$ cat config.mk
export PLATFORM = sky130hd
export DESIGN_NAME = relu_maxpool
export DESIGN_NICKNAME = d
export VERILOG_FILES = /design/src/rtl/relu_maxpool.sv
export SDC_FILE = /design/constraint.sdc
export NUM_CORES = 1
export LEC_CHECK = 0
export ABC_AREA = 1
export BUFFER_PORTS_ARGS = -buffer_cell sky130_fd_sc_hd__buf_2
export CORE_MARGIN = 10
export CORE_UTILIZATION = 50
export CTS_CLUSTER_SIZE = 25
export DETAILED_ROUTE_END_ITERATION = 8
export PLACE_DENSITY = 0.64
export SYNTH_ARGS = -nofsm -noshare
export SYNTH_HDL_FRONTEND = slang
export SYNTH_SLANG_ARGS = --single-unit
export TNS_END_PERCENT = 20
$ cat constraint.sdc
create_clock -name clk -period 12 [get_ports clk]
set_input_delay 2.4 -clock clk [delete_from_list [all_inputs] [get_ports clk]]
set_output_delay 2.4 -clock clk [all_outputs]
set_load 0.02 [all_outputs]
$ cat src/rtl/relu_maxpool.sv
// Streaming ReLU followed by 2x2/stride-2 max pooling over raster-ordered conv output.
// All kernel channels are processed in parallel; one pooled beat per completed window.
//
// state | meaning
// IDLE  | waiting for the first beat of a frame (or conv_fin with no beats)
// RUN   | consuming beats, pooling windows as they complete
// DONE  | frame complete, pool_fin held, beats ignored until reset
module relu_maxpool #(
    parameter  int N    = 7,
    parameter  int nok  = 3,
    parameter  int MAXW = 32,
    localparam int W    = 2*N+2
) (
    input  logic                   clk,
    input  logic                   reset,
    input  logic [nok-1:0][W-1:0]  in_data,
    input  logic                   in_valid,
    input  logic                   conv_fin,
    input  logic [11:0]            row_len,
    input  logic                   relu_en,
    output logic [nok-1:0][W-1:0]  out_data,
    output logic                   out_valid,
    output logic [11:0]            out_idx,
    output logic                   pool_fin
);

    localparam int HW = MAXW/2;
    localparam int AW = (HW > 1) ? $clog2(HW) : 1;

    typedef enum logic [1:0] {IDLE, RUN, DONE} state_t;

    state_t                 state, state_nxt;
    logic [11:0]            len_r, col, eff_len;
    logic                   row_odd, conv_fin_q;
    logic [nok-1:0][W-1:0]  hold, v, pm, pool;
    logic [W-1:0]           linebuf [nok][HW];
    logic                   beat, last_col, in_range, col_odd;
    logic [AW-1:0]          lb_addr;

    always_comb begin
        state_nxt = state;
        case (state)
            IDLE: begin
                if (in_valid)      state_nxt = conv_fin ? DONE : RUN;
                else if (conv_fin) state_nxt = DONE;
            end
            RUN:     if (conv_fin && !conv_fin_q) state_nxt = DONE;
            DONE:    state_nxt = DONE;
            default: state_nxt = IDLE;
        endcase
    end

    // The first beat of a frame uses row_len directly since len_r is only latched on it.
    always_comb begin
        beat     = in_valid && (state != DONE);
        eff_len  = (state == IDLE) ? row_len : len_r;
        last_col = (eff_len < 12'd2) || (col == eff_len - 12'd1);
        in_range = (col < 12'(MAXW));
        col_odd  = col[0] && in_range;
        lb_addr  = col[AW:1];
    end

    always_comb begin
        v    = '0;
        pm   = '0;
        pool = '0;
        for (int k = 0; k < nok; k++) begin
            v[k]    = (relu_en && in_data[k][W-1]) ? '0 : in_data[k];
            pm[k]   = ($signed(hold[k]) > $signed(v[k])) ? hold[k] : v[k];
            pool[k] = ($signed(linebuf[k][lb_addr]) > $signed(pm[k])) ? linebuf[k][lb_addr] : pm[k];
        end
    end

    always_ff @(posedge clk or negedge reset) begin
        if (!reset) begin
            state      <= IDLE;
            len_r      <= '0;
            col        <= '0;
            row_odd    <= 1'b0;
            conv_fin_q <= 1'b0;
            hold       <= '0;
            out_data   <= '0;
            out_valid  <= 1'b0;
            out_idx    <= '0;
            pool_fin   <= 1'b0;
        end else begin
            state      <= state_nxt;
            conv_fin_q <= conv_fin;
            pool_fin   <= (state == DONE);
            out_valid  <= 1'b0;
            if (out_valid) out_idx <= out_idx + 12'd1;
            if (beat) begin
                if (state == IDLE) len_r <= row_len;
                if (last_col) begin
                    col     <= '0;
                    row_odd <= ~row_odd;
                end else begin
                    col <= col + 12'd1;
                end
                if (!col[0]) hold <= v;
                if (col_odd && row_odd) begin
                    out_data  <= pool;
                    out_valid <= 1'b1;
                end
            end
        end
    end

    // Line buffer holds the even-row pair maxima; contents need no reset.
    always_ff @(posedge clk) begin
        if (beat && col_odd && !row_odd) begin
            for (int k = 0; k < nok; k++) linebuf[k][lb_addr] <= pm[k];
        end
    end

endmodule

==> out/summary.txt <==
Initial Util: 50.3%
Post-Route WL: 102000 um
Ys async rst share: 15.2%
FMAX: 123 MHz
Share of cells above drive strength 1: 10.9%
Core area: 77100 sq um
Gr usage total: 22.5%
Post-CTS Setup Repair Bufs: 0
Worst EP arrival: 8680 ps
PortBufs: 126
Most common flop cell mapped by yosys: edfxtp_1
Status: complete, no violations
Antenna cells: 0
Yosys warns: 0
Die width: 298 um
CTS tree: yes
Fill cells: 6372
Gate Count Post-Synth: 3228
Combinational family with the most area after synthesis: simple AND/OR/NAND/NOR gates
Drt first pass iters: 6
Clock Latency Late Sink: 660 ps
Area of the multi-input gates: 10700 sq um
Overflow after GRT: 0
Die ar.: 89000 sq um
Post-CTS sizing: 0
GPL Wtd Cong: 0.893
Final Max Tran Viols: 0
H-tree Lvls: 3
Slowest stage delay, CP: 820 ps
Number of vias per cell: 5.87
Hold_buf cts: 0
Register bit total from synthesis: 906
Clock sink count: 906
Final net count: 3493
CP max-delay cell: nand3_1
Critical-path maximum fanout: 32
Site row count: 102
Synth Net Count: 3396
Synth cell types: 41
Post-Synth XOR/XNOR Area: 0.497%
Number of synthesized flops with an enable pin: 768
Unrepaired setup endpoints after global routing: false
Register area: 26500 sq um
Cell family with most CP delay: simple AND/OR/NAND/NOR gates
Slew margin rel.: 15.1%
Adder-cell share of the synthesized area: 3.33%
Synth Area in Compound Gates: 10.5%
Num ports: 127
Seq/Total Area, Yosys: 68.4%
Final Hold Fails: 0
Sum of buffers and inverters on the critical path: 5
Pwr dens: 269 nW/um^2
Number of global-route vias before repair: 26087
Initial antenna violation count: 1
Min cycle time layout: 8140 ps
Worst-path clk slew: 60 ps
Synth-to-Final Area Change: 11.9%
Post-Syn Area: 38700 sq um
Detailed-route wire length per cell: 23.1 um
Max-Cap Viols: 0
Crit Path Category: in2reg
Simple-Gate Fraction of Synth Area: 13.0%
Final ANT Viol Nets: 0
Clock skew: 28.5 ps
Vias: 26041
Worst ir drop on vdd: 0.000238 V
Post-synthesis mux area share: 0.0291%
Initial drt markers: 2619
First-pass GRT wire length: 157000 um
Period utilization: 67.8%
Num CTS Buffers: 92
Setup crit start kind: primary input
Largest net degree at the start of global routing: 194
DRC Markers: 0
Post-detail-place hpwl: 55900 um
Util after Layout: 56.2%
Most common cell on crit path: nand2_1
Setup TNS: 0 ps
Clk root buf: clkbuf_16
Worst slew pin tran: 1270 ps
Die span in y: 298 um
LEAKAGE: 17.4 nW
Average size of a mapped cell: 12.0 sq um
Critical path required time: 12540 ps
CP Capture Type: register
Hold Path Class: reg2reg
# setup viols final: 0
Maximum clock insertion buffer count: 3
sequential cells by signal (all words and copies together) (netlist names), 2 cells and up:
signal	count
linebuf	768
hold	48
out_data	48
col	12
len_r	12
out_idx	12
state	2
report_power, final:
group / leakage (nW) / switching (mW) / total (mW) / internal, mW
combinational: 7.22 / 3.30 / 4.56 / 1.26
sequential: 8.80 / 0.102 / 4.31 / 4.21
clock: 1.43 / 1.21 / 2.82 / 1.61
total: 17.4 / 4.61 / 11.7 / 7.07
layer usage:
layer / part of all wire (%) / track usage [%] / up-vias
li1: - / - / 11819
met1: 43 / 30.9 / 12949
met2: 46 / 35.9 / 1085
met3: 8.3 / 4.63 / 186
met4: 2.7 / 6.82 / 2
met5: 0.0088 / 0 / -
cells in the mapped netlist (all sizes together), types with 3 or more instances:
cell type | n | area (sq um)
a21o | 3 | 22.5
a21oi | 82 | 444
a22oi | 384 | 2880
a31oi | 4 | 25.0
and2 | 3 | 18.8
buf | 89 | 470
clkbuf | 66 | 248
dfrtp | 138 | 3450
edfxtp | 768 | 23100
ha | 103 | 1290
inv | 245 | 920
nand2 | 885 | 3360
nand3 | 96 | 508
nand4 | 100 | 626
nor2 | 77 | 319
nor3 | 25 | 170
o21ai | 125 | 626
o31ai | 3 | 22.5
xnor2 | 8 | 70.1
xor2 | 14 | 123
area by class of cell:
type                       instances  share of cell area (%)
sequential                       906                    61.2
tap                             1040                    3.00
clock buffer                     122                    5.71
multi-input combinational       1920                    24.8
clock inverter                    45                    1.08
timing repair buffer             158                    2.11
inverter                         247                    2.15
kinds of logic (layout without fill, tap and decap cells):
kind of cell    after synthesis  in the layout
buf+inv                     402            572
xor+xnor                     22             22
mux                           1              1
compound gates              606            606
simple gates               1188           1188
flops                       906            906
fa+ha+maj                   103            103
worst paths after layout:
path / end / slack, ps / startpoint / cells after the start
min reg2reg: out_idx[11]$_DFFE_PN0P_ / 470 / out_idx[11]$_DFFE_PN0P_ / 1
min: out_idx[11]$_DFFE_PN0P_ / 470 / out_idx[11]$_DFFE_PN0P_ / 1
max reg2reg: out_data[12]$_DFFE_PN0P_ / 6010 / hold[15]$_DFFE_PN0P_ / 22
max: out_data[12]$_DFFE_PN0P_ / 3860 / relu_en / 25
max in group asynchronous: out_data[2]$_DFFE_PN0P_ / 8840 / reset / 2
min in group asynchronous: hold[24]$_DFFE_PN0P_ / 1830 / reset / 1
placed cells by master, fill, tap and decap left out, drive strengths merged, types with 3 or more instances in the layout:
master	Yosys	layout
clkbuf	66	122
o21ai	125	125
a22oi	384	384
nor3	25	25
dfrtp	138	138
clkinv	2	29
nand3	96	96
o31ai	3	3
ha	103	103
xor2	14	14
nand4	100	100
a21oi	82	82
edfxtp	768	768
a31oi	4	4
inv	245	251
nor2	77	77
and2	3	3
nand2	885	885
a21o	3	3
bufinv	0	7
clkinvlp	0	5
buf	89	158
xnor2	8	8
stage by stage:
step / cell area [sq um] / worst slack (ps) / cells / total power [mW] / hold WS (ps)
3_5_place_dp: 40400 / 3360 / 4271 / 8.85 / 460
3_3_place_gp: 40400 / 3460 / 4271 / 8.68 / 456
5_1_grt: 43400 / 3150 / 4438 / 12.4 / 508
6_report: 43400 / 3860 / 4438 / 11.7 / 473
4_1_cts: 43400 / 4020 / 4438 / 11.7 / 473
2_1_floorplan: 38700 / 5840 / 3228 / 7.57 / 453
Power figures use the tool's default switching activity.
